$ cat src/rtl/alu_seq_pkg.sv
// rtl/alu_seq_pkg.sv - shared opcodes, state encoding and count limits for the ALU sequencer
package alu_seq_pkg;

   localparam logic [1:0] OP_AND = 2'b00;
   localparam logic [1:0] OP_OR  = 2'b01;
   localparam logic [1:0] OP_XOR = 2'b10;
   localparam logic [1:0] OP_ADD = 2'b11;

   localparam int COUNT_W = 4;
   localparam logic [COUNT_W-1:0] COUNT_MAX = 4'd15;

   typedef enum logic {
      ST_ACCUM = 1'b0,
      ST_RESP  = 1'b1
   } seqStateT;

endpackage

$ cat src/rtl/alu_sequencer_if.sv
// rtl/alu_sequencer_if.sv - command and result handshakes of the ALU sequencer
interface alu_sequencer_if
   import alu_seq_pkg::*;
#(
   parameter int WIDTH = 4
);

   logic               cmd_valid;
   logic               cmd_ready;
   logic [1:0]         cmd_op;
   logic [WIDTH-1:0]   cmd_data;
   logic               cmd_load;
   logic               cmd_last;

   logic               res_valid;
   logic               res_ready;
   logic [WIDTH-1:0]   res_data;
   logic               res_carry;
   logic [COUNT_W-1:0] res_count;

   modport master (
      output cmd_valid, cmd_op, cmd_data, cmd_load, cmd_last, res_ready,
      input  cmd_ready, res_valid, res_data, res_carry, res_count
   );

   modport slave (
      input  cmd_valid, cmd_op, cmd_data, cmd_load, cmd_last, res_ready,
      output cmd_ready, res_valid, res_data, res_carry, res_count
   );

endinterface

$ cat src/rtl/alu_seq_core.sv
// rtl/alu_seq_core.sv - combinational AND/OR/XOR/ADD/load datapath with carry-out
module alu_seq_core
   import alu_seq_pkg::*;
#(
   parameter int WIDTH = 4
) (
   input  logic [WIDTH-1:0] a,
   input  logic [WIDTH-1:0] b,
   input  logic [1:0]       op,
   input  logic             load,
   output logic [WIDTH-1:0] y,
   output logic             cout
);

   logic [WIDTH:0] sum;

   always_comb begin
      y    = '0;
      cout = 1'b0;
      sum  = {1'b0, a} + {1'b0, b};
      if (load) begin
         y = b;
      end else begin
         case (op)
            OP_AND: y = a & b;
            OP_OR:  y = a | b;
            OP_XOR: y = a ^ b;
            OP_ADD: begin
               y    = sum[WIDTH-1:0];
               cout = sum[WIDTH];
            end
            default: begin
               y    = '0;
               cout = 1'b0;
            end
         endcase
      end
   end

endmodule

$ cat src/rtl/alu_sequencer.sv
// rtl/alu_sequencer.sv - command-driven accumulator presenting a result per command sequence
module alu_sequencer
   import alu_seq_pkg::*;
#(
   parameter int WIDTH = 4
) (
   input  logic            clk,
   input  logic            reset,
   alu_sequencer_if.slave  bus
);

   seqStateT           state;
   seqStateT           nextState;
   logic [WIDTH-1:0]   acc;
   logic               carry;
   logic [COUNT_W-1:0] count;

   logic [WIDTH-1:0]   aluY;
   logic               aluCout;
   logic               cmdAccept;
   logic               resAccept;
   logic               isAdd;

   alu_seq_core #(.WIDTH(WIDTH)) core (
      .a    (acc),
      .b    (bus.cmd_data),
      .op   (bus.cmd_op),
      .load (bus.cmd_load),
      .y    (aluY),
      .cout (aluCout)
   );

   always_ff @(posedge clk) begin
      if (reset) begin
         state <= ST_ACCUM;
      end else begin
         state <= nextState;
      end
   end

   // Handshake outputs depend only on state, so no cmd_* or res_ready path reaches them.
   always_comb begin
      nextState     = state;
      cmdAccept     = 1'b0;
      resAccept     = 1'b0;
      bus.cmd_ready = 1'b0;
      bus.res_valid = 1'b0;
      case (state)
         ST_ACCUM: begin
            bus.cmd_ready = 1'b1;
            cmdAccept     = bus.cmd_valid;
            if (bus.cmd_valid && bus.cmd_last) begin
               nextState = ST_RESP;
            end
         end
         ST_RESP: begin
            bus.res_valid = 1'b1;
            resAccept     = bus.res_ready;
            if (bus.res_ready) begin
               nextState = ST_ACCUM;
            end
         end
         default: begin
            nextState = ST_ACCUM;
         end
      endcase
   end

   assign isAdd = !bus.cmd_load && (bus.cmd_op == OP_ADD);

   always_ff @(posedge clk) begin
      if (reset || resAccept) begin
         acc   <= '0;
         carry <= 1'b0;
         count <= '0;
      end else if (cmdAccept) begin
         acc <= aluY;
         if (isAdd) begin
            carry <= carry | aluCout;
         end
         if (count != COUNT_MAX) begin
            count <= count + 1'b1;
         end
      end
   end

   assign bus.res_data  = acc;
   assign bus.res_carry = carry;
   assign bus.res_count = count;

endmodule
$ cat src/flat_wrapper.sv
// flat-port wrapper written by rule: the top's interface ports become plain ports
module alu_sequencer_flat import alu_seq_pkg::*;
#(
   parameter int WIDTH = 4
)
  (clk, reset, bus_cmd_valid, bus_cmd_op, bus_cmd_data, bus_cmd_load, bus_cmd_last, bus_res_ready, bus_cmd_ready, bus_res_valid, bus_res_data, bus_res_carry, bus_res_count);
  alu_sequencer_if #(.WIDTH(WIDTH)) bus_i ();
  input  logic clk;
  input  logic reset;
  input wire logic [$bits(bus_i.cmd_valid)-1:0] bus_cmd_valid;
  input wire logic [$bits(bus_i.cmd_op)-1:0] bus_cmd_op;
  input wire logic [$bits(bus_i.cmd_data)-1:0] bus_cmd_data;
  input wire logic [$bits(bus_i.cmd_load)-1:0] bus_cmd_load;
  input wire logic [$bits(bus_i.cmd_last)-1:0] bus_cmd_last;
  input wire logic [$bits(bus_i.res_ready)-1:0] bus_res_ready;
  output wire logic [$bits(bus_i.cmd_ready)-1:0] bus_cmd_ready;
  output wire logic [$bits(bus_i.res_valid)-1:0] bus_res_valid;
  output wire logic [$bits(bus_i.res_data)-1:0] bus_res_data;
  output wire logic [$bits(bus_i.res_carry)-1:0] bus_res_carry;
  output wire logic [$bits(bus_i.res_count)-1:0] bus_res_count;
  assign bus_i.cmd_valid = bus_cmd_valid;
  assign bus_i.cmd_op = bus_cmd_op;
  assign bus_i.cmd_data = bus_cmd_data;
  assign bus_i.cmd_load = bus_cmd_load;
  assign bus_i.cmd_last = bus_cmd_last;
  assign bus_i.res_ready = bus_res_ready;
  assign bus_cmd_ready = bus_i.cmd_ready;
  assign bus_res_valid = bus_i.res_valid;
  assign bus_res_data = bus_i.res_data;
  assign bus_res_carry = bus_i.res_carry;
  assign bus_res_count = bus_i.res_count;
  alu_sequencer #(.WIDTH(WIDTH)) u_core (.clk(clk), .reset(reset), .bus(bus_i));
endmodule
$ cat config.mk
export PLATFORM = sky130hd
export DESIGN_NAME = alu_sequencer_flat
export DESIGN_NICKNAME = d
export VERILOG_FILES = /design/src/rtl/alu_seq_pkg.sv /design/src/rtl/alu_sequencer_if.sv /design/src/rtl/alu_seq_core.sv /design/src/rtl/alu_sequencer.sv /design/src/flat_wrapper.sv
export SDC_FILE = /design/constraint.sdc
export NUM_CORES = 1
export LEC_CHECK = 0
export CAP_MARGIN = 20
export CORE_UTILIZATION = 40
export DETAILED_ROUTE_END_ITERATION = 10
export PLACE_DENSITY = 0.72
export SKIP_CTS_REPAIR_TIMING = 1
export SYNTH_ARGS = -nofsm -noshare
export SYNTH_HDL_FRONTEND = slang
export SYNTH_HIERARCHICAL = 1
export SYNTH_SLANG_ARGS = --single-unit
$ cat constraint.sdc
create_clock -name clk -period 1.65 [get_ports clk]
set_input_delay 0.33 -clock clk [delete_from_list [all_inputs] [get_ports clk]]
set_output_delay 0.33 -clock clk [all_outputs]
set_load 0.03 [all_outputs]
==> results of run 1 <==
-- per-layer routing --
layer	GRT usage (%)	vias to the layer above	wire length (um)
li1	-	423	-
met1	24.5	383	846
met2	36.7	19	986
met3	3.46	0	79
met4	5.71	0	0
met5	0	-	0
-- power by group through the flow --
stage	sequential, mW	clock [mW]	combinational (mW)
floorplan	0.299	0	0.122
global placement	0.274	0	0.245
detailed placement	0.274	0	0.251
CTS	0.269	0.181	0.252
global route	0.271	0.195	0.307
finish	0.269	0.170	0.278
-- state kept, by name (all words and copies together) (netlist names) --
| register | cells |
|---|---|
| u_core/bus.res_count | 4 |
| u_core/bus.res_data | 4 |
| u_core/bus.res_carry | 1 |
| u_core/state | 1 |
-- critical path, cell delays in order, from the launching register on --
cell,delay (ps)
dfxtp_4,350
ha_4,150
inv_2,50
fa_2,410
mux4_2,480
o21ai_2,160
nand2_1,80
a21oi_2,120
-- cell families (layout without fill, tap and decap cells) --
logic type,count (synthesis),after routing,share of synthesized area (%)
fa+ha+maj,10,10,16.5
simple gates,32,32,20.2
xor+xnor,1,1,1.09
compound gates,30,30,23.3
flops,10,10,24.9
buf+inv,19,53,11.2
mux,1,1,2.80
-- final cells by class --
cell class	count	area share [%]
Sequential cell	10	16.2
Inverter	13	3.78
Timing Repair Buffer	36	27.9
Clock buffer	4	2.04
Tap cell	25	2.42
Multi-Input combinational cell	74	47.6
-- stage by stage --
step                TNS, ps  std cells
CTS                   -1870        162
detailed placement    -2530        158
global placement      -2360        158
finish                 -220        162
floorplan              -214        103
global route           -543        162
-- placed cells by master, fill, tap and decap left out, drive strengths merged, types with 2 or more instances in the layout --
cell type / count
a21oi: 14
a21o: 2
clkbuf: 4
dfxtp: 10
buf: 14
inv: 13
clkdlybuf4s50: 8
nor2: 4
ha: 9
nand2: 13
o21ai: 4
dlymetal6s2s: 14
nand2b: 4
a211oi: 6
nor3: 5
-- worst max path at each step --
stage	from	to	slack (ps)	cells after the start
2_1_floorplan	u_core/bus.res_data[0]	u_core/bus.res_data[1]	-150	7
3_3_place_gp	bus_cmd_data[0]	u_core/bus.res_data[1]	-630	8
3_5_place_dp	bus_cmd_data[0]	u_core/bus.res_data[1]	-690	8
4_1_cts	bus_cmd_data[0]	u_core/bus.res_data[1]	-420	8
5_1_grt	u_core/bus.res_data[0]	u_core/bus.res_data[1]	-310	7
6_report	u_core/bus.res_data[0]	u_core/bus.res_data[1]	-220	7
==> flow_metrics.py, run 1 <==
metrics = {
    "placed_design": {
        "globalplace.congestion": 0.821,
        "io_buffers": 22,
        "postPlaceCellArea_um2": 1150,
        "dp_hpwl_um": 1460,
        "place_ws_ps": -690,
    },
    "clock_tree": {
        "path_clk_slew_ps": 70,
        "cts_buffer_depth": 2,
        "numCtsBuffers": 3,
        "clk_latency_ps": 260,
        "cts_max_level": 1,
        "cts_sinks": 10,
        "cts_tree": "built",
        "clock-root-buffer": "clkbuf_4",
    },
    "floorplan": {
        "rows": 15,
        "die_area_um2": 2190,
        "core-area_um2": 1800,
        "start_util_pct": 44.7,
        "die_x_um": 46.8,
        "ios": 23,
        "die_h_um": 46.8,
    },
    "synth": {
        "synthFlopType": "dfxtp_1",
        "avgSynthCellArea_um2": 7.81,
        "synth_fp_nets": 125,
        "yosysMostFrequentCell": "a21oi_1",
        "ys_ff_latch": 10,
        "synth.distinct_cells": 31,
        "synth_common_cells": "a21oi_1, inv_1, nand2_1, dfxtp_1, ha_1",
        "yosysWarnings": 6,
        "seq_area_frac_synth_pct": 24.9,
        "syn_inst": 103,
        "yosys.area.top_type": "dfxtp_1",
        "synth_area_um2": 805,
        "synth_edf_count": 0,
        "synth.area.top_cells": "dfxtp_1, ha_1, a21oi_1",
        "synthArstFlopShare_pct": 0,
        "synth_top_area_share_pct": 24.9,
    },
    "cells_and_area": {
        "fillers": 146,
        "stdcell_area_um2": 1290,
        "seqCellArea_um2": 209,
        "drive_gt1_share_pct": 31.4,
        "layout.nets": 160,
        "multi_input_comb_area_um2": 614,
        "post-route-util_pct": 71.6,
        "synthToLayoutAreaGrowth_pct": 60.3,
        "antenna_cells": 0,
    },
    "outcome": {
        "violations": "negative setup slack",
        "outcome": "finished, violations left",
    },
    "grt": {
        "antenna_found_initial": 0,
        "grt_max_degree": 11,
        "grt_pass1_vias": 788,
        "grt_pass1_wl_um": 3190,
        "gr-usage-all-layers_pct": 20.3,
        "grt-ovfl-total": 0,
    },
    "routing": {
        "wl_per_cell_um": 11.8,
        "drtAntennaViolNets": 0,
        "drt-initial-drc-count": 13,
        "drt_first_pass_iters": 4,
        "vias": 825,
        "wirelength_um": 1910,
        "drc": 0,
        "vias_per_cell": 5.09,
    },
    "power": {
        "seqPwrFrac_pct": 37.5,
        "power_frac_clock_pct": 23.8,
        "p_int_mw": 0.486,
        "p_sw_mw": 0.231,
        "ir_drop_uv": 421,
        "leakagePower_nw": 0.704,
        "finalPower_mw": 0.717,
        "p_comb_share_pct": 38.7,
        "power.density_nw_per_um2": 555,
        "power_switching_share_pct": 32.2,
    },
    "job": {
        "maxCapViolCount": 0,
    },
    "worst_setup_path": {
        "critPathRequiredTime_ps": 1850,
        "endpoint_kind": "register",
        "cp.arrival_ps": 2070,
        "r2r-start": "u_core/bus.res_data[0]",
        "r2r_setup_slack_ps": -220,
        "cp-start-kind": "register",
        "crit_fanout": 2,
        "critPathKind": "reg2reg",
        "regToRegEndpoint": "u_core/bus.res_data[1]",
        "reg2regPathDepth": 7,
    },
    "timing": {
        "finalCritPeriodShare_pct": 113,
        "fmax_mhz": 535,
        "hold_viol_final": 0,
        "slew_headroom_pct": 78.0,
        "clock_skew_ps": 9.19,
        "rsz0062_at_grt": "true",
        "final-max-slew-violation-count": 0,
        "min_period_ps": 1870,
        "setup_viol": 1,
        "setup_ws_ps": -220,
        "holdWs_ps": 475,
        "tightestPinTransition_ps": 329,
    },
    "hold_path": {
        "min_path_type": "reg2reg",
        "whs_endpoint": "u_core/bus.res_carry",
        "hp-start": "u_core/bus.res_carry",
        "holdPathStages": 2,
    },
}
Power figures use the tool's default switching activity.
==> inputs of run 2 (changes only) <==
CELL_PAD_IN_SITES_DETAIL_PLACEMENT = 0   (was unset)
CELL_PAD_IN_SITES_GLOBAL_PLACEMENT = 1   (was unset)
CORE_UTILIZATION = 30   (was 40)
PLACE_DENSITY = unset   (was 0.72)
PLACE_DENSITY_LB_ADDON = 0.1   (was unset)
==> flow_metrics.py, run 2 (synthesis results as in run 1) <==
metrics = {
    "timing": {
        "final-max-slew-violation-count": 0,
        "min_period_ps": 1880,
        "tns_ps": -233,
        "rsz0062_at_grt": "true",
        "setup_viol": 1,
        "clock_skew_ps": 0.196,
        "slew_headroom_pct": 78.7,
        "tightestPinTransition_ps": 315,
        "setup_ws_ps": -233,
        "hold_viol_final": 0,
        "holdWs_ps": 478,
        "fmax_mhz": 531,
        "finalCritPeriodShare_pct": 114,
    },
    "clock_tree": {
        "cts_tree": "built",
        "clock-root-buffer": "clkbuf_4",
        "numCtsBuffers": 3,
        "cts_buffer_depth": 2,
        "cts_sinks": 10,
        "clk_latency_ps": 260,
        "cts_max_level": 1,
        "path_clk_slew_ps": 70,
    },
    "floorplan": {
        "ios": 23,
        "core-area_um2": 2500,
        "die_h_um": 53.8,
        "die_x_um": 53.8,
        "die_area_um2": 2890,
        "start_util_pct": 32.2,
        "rows": 18,
    },
    "cells_and_area": {
        "antenna_cells": 0,
        "layout.nets": 161,
        "finalNonFillerCells": 168,
        "layout_common_cells": "buf_4, dlymetal6s2s_1, nand2_1",
        "final_common_cell": "buf_4",
        "synthToLayoutAreaGrowth_pct": 62.2,
        "drive_gt1_share_pct": 31.2,
    },
    "worst_setup_path": {
        "cp.arrival_ps": 2070,
        "crit_start": "u_core/bus.res_data[0]",
        "critical-path-slowest-cell": "mux4_2",
        "crit_fanout": 2,
        "r2r_setup_slack_ps": -230,
        "path_cells": "ha_4, inv_2, fa_2, mux4_2, o21ai_2, nand2_1, a21oi_2",
        "regToRegEndpoint": "u_core/bus.res_data[1]",
        "crit_family": "adder cells",
        "critPathRequiredTime_ps": 1840,
        "cp-start-kind": "register",
        "r2r-start": "u_core/bus.res_data[0]",
        "critPathKind": "reg2reg",
        "reg2regPathDepth": 7,
        "worst-path-buf-inv": 1,
        "crit_path_max_incr_delay_ps": 480,
        "endpoint_kind": "register",
    },
    "routing": {
        "drtAntennaViolNets": 0,
        "drc": 0,
        "wl_per_cell_um": 11.5,
        "vias": 797,
        "wirelength_um": 1930,
        "drt-initial-drc-count": 12,
        "vias_per_cell": 4.74,
        "drt_first_pass_iters": 4,
    },
    "hold_path": {
        "min_path_type": "reg2reg",
        "whs_endpoint": "u_core/bus.res_carry",
        "hp-start": "u_core/bus.res_carry",
        "holdPathStages": 2,
    },
    "grt": {
        "grt_pass1_vias": 716,
        "grt_max_degree": 11,
        "grt-ovfl-total": 0,
        "grt_pass1_wl_um": 2970,
        "antenna_found_initial": 0,
        "gr-usage-all-layers_pct": 14.2,
    },
    "outcome": {
        "outcome": "finished, violations left",
        "violations": "negative setup slack",
    },
    "job": {
        "maxCapViolCount": 0,
    },
    "power": {
        "power.density_nw_per_um2": 585,
        "leakagePower_nw": 0.703,
        "ir_drop_uv": 461,
        "finalPower_mw": 0.763,
    },
    "placed_design": {
        "placedCellCount": 164,
        "globalplace.congestion": 0.717,
        "place_ws_ps": -685,
        "dp_hpwl_um": 1420,
        "io_buffers": 22,
    },
}
==> run 2: cell types whose count changed in the layout (fill, tap and decap cells not counted), sizes merged <==
| cell | previous run | this run |
|---|---|---|
| dlymetal6s2s | 14 | 13 |
| clkdlybuf4s50 | 8 | 9 |
| buf | 14 | 15 |
==> run 2: metal layers <==
layer  GRT usage, %  vias to the layer above  routed length, um
met1           18.1                      357                908
met4           6.58                        0                 18
met2           23.5                       16                925
met3           1.69                        2                 81
met5              0                        -                  0
li1               -                      422                  -
==> run 2: worst max-delay path by stage <==
| stage | endpoint | slack, ps | cells after the start |
|---|---|---|---|
| after detailed placement | u_core/bus.res_data[1] | -680 | 8 |
| after floorplan | u_core/bus.res_data[1] | -150 | 7 |
| after CTS | u_core/bus.res_data[1] | -410 | 8 |
| after global routing | u_core/bus.res_data[1] | -290 | 7 |
| final | u_core/bus.res_data[1] | -230 | 7 |
| after global placement | u_core/bus.res_data[1] | -650 | 8 |
==> run 2: tightest hold or removal path, delay by kind of cell, from the launching register on <==
kind / cells / cell delay, ps
flops: 1 / 340
simple gates: 1 / 70
compound gates: 1 / 40
==> run 2: cell type report <==
cell class,count,area [um2]
Clock buffer,4,36.3
Fill cell,246,1190
Inverter,13,48.8
Multi-Input combinational cell,74,608
Sequential cell,10,209
Tap cell,30,37.5
Timing Repair Buffer,37,365
==> run 2: per-stage QoR <==
stage | util, % | cell area [um2]
after floorplan | - | 833
after global routing | 52.2 | 1310
after global placement | 46.5 | 1160
after detailed placement | 46.5 | 1160
final | 52.2 | 1310
after CTS | 47.9 | 1200
==> run 2: power by group <==
| group | internal [mW] | switching [mW] | total, mW |
|---|---|---|---|
| Combinational | 0.139 | 0.137 | 0.277 |
| Sequential | 0.254 | 0.0142 | 0.268 |
| Clock | 0.134 | 0.0842 | 0.218 |
| Total | 0.527 | 0.236 | 0.763 |
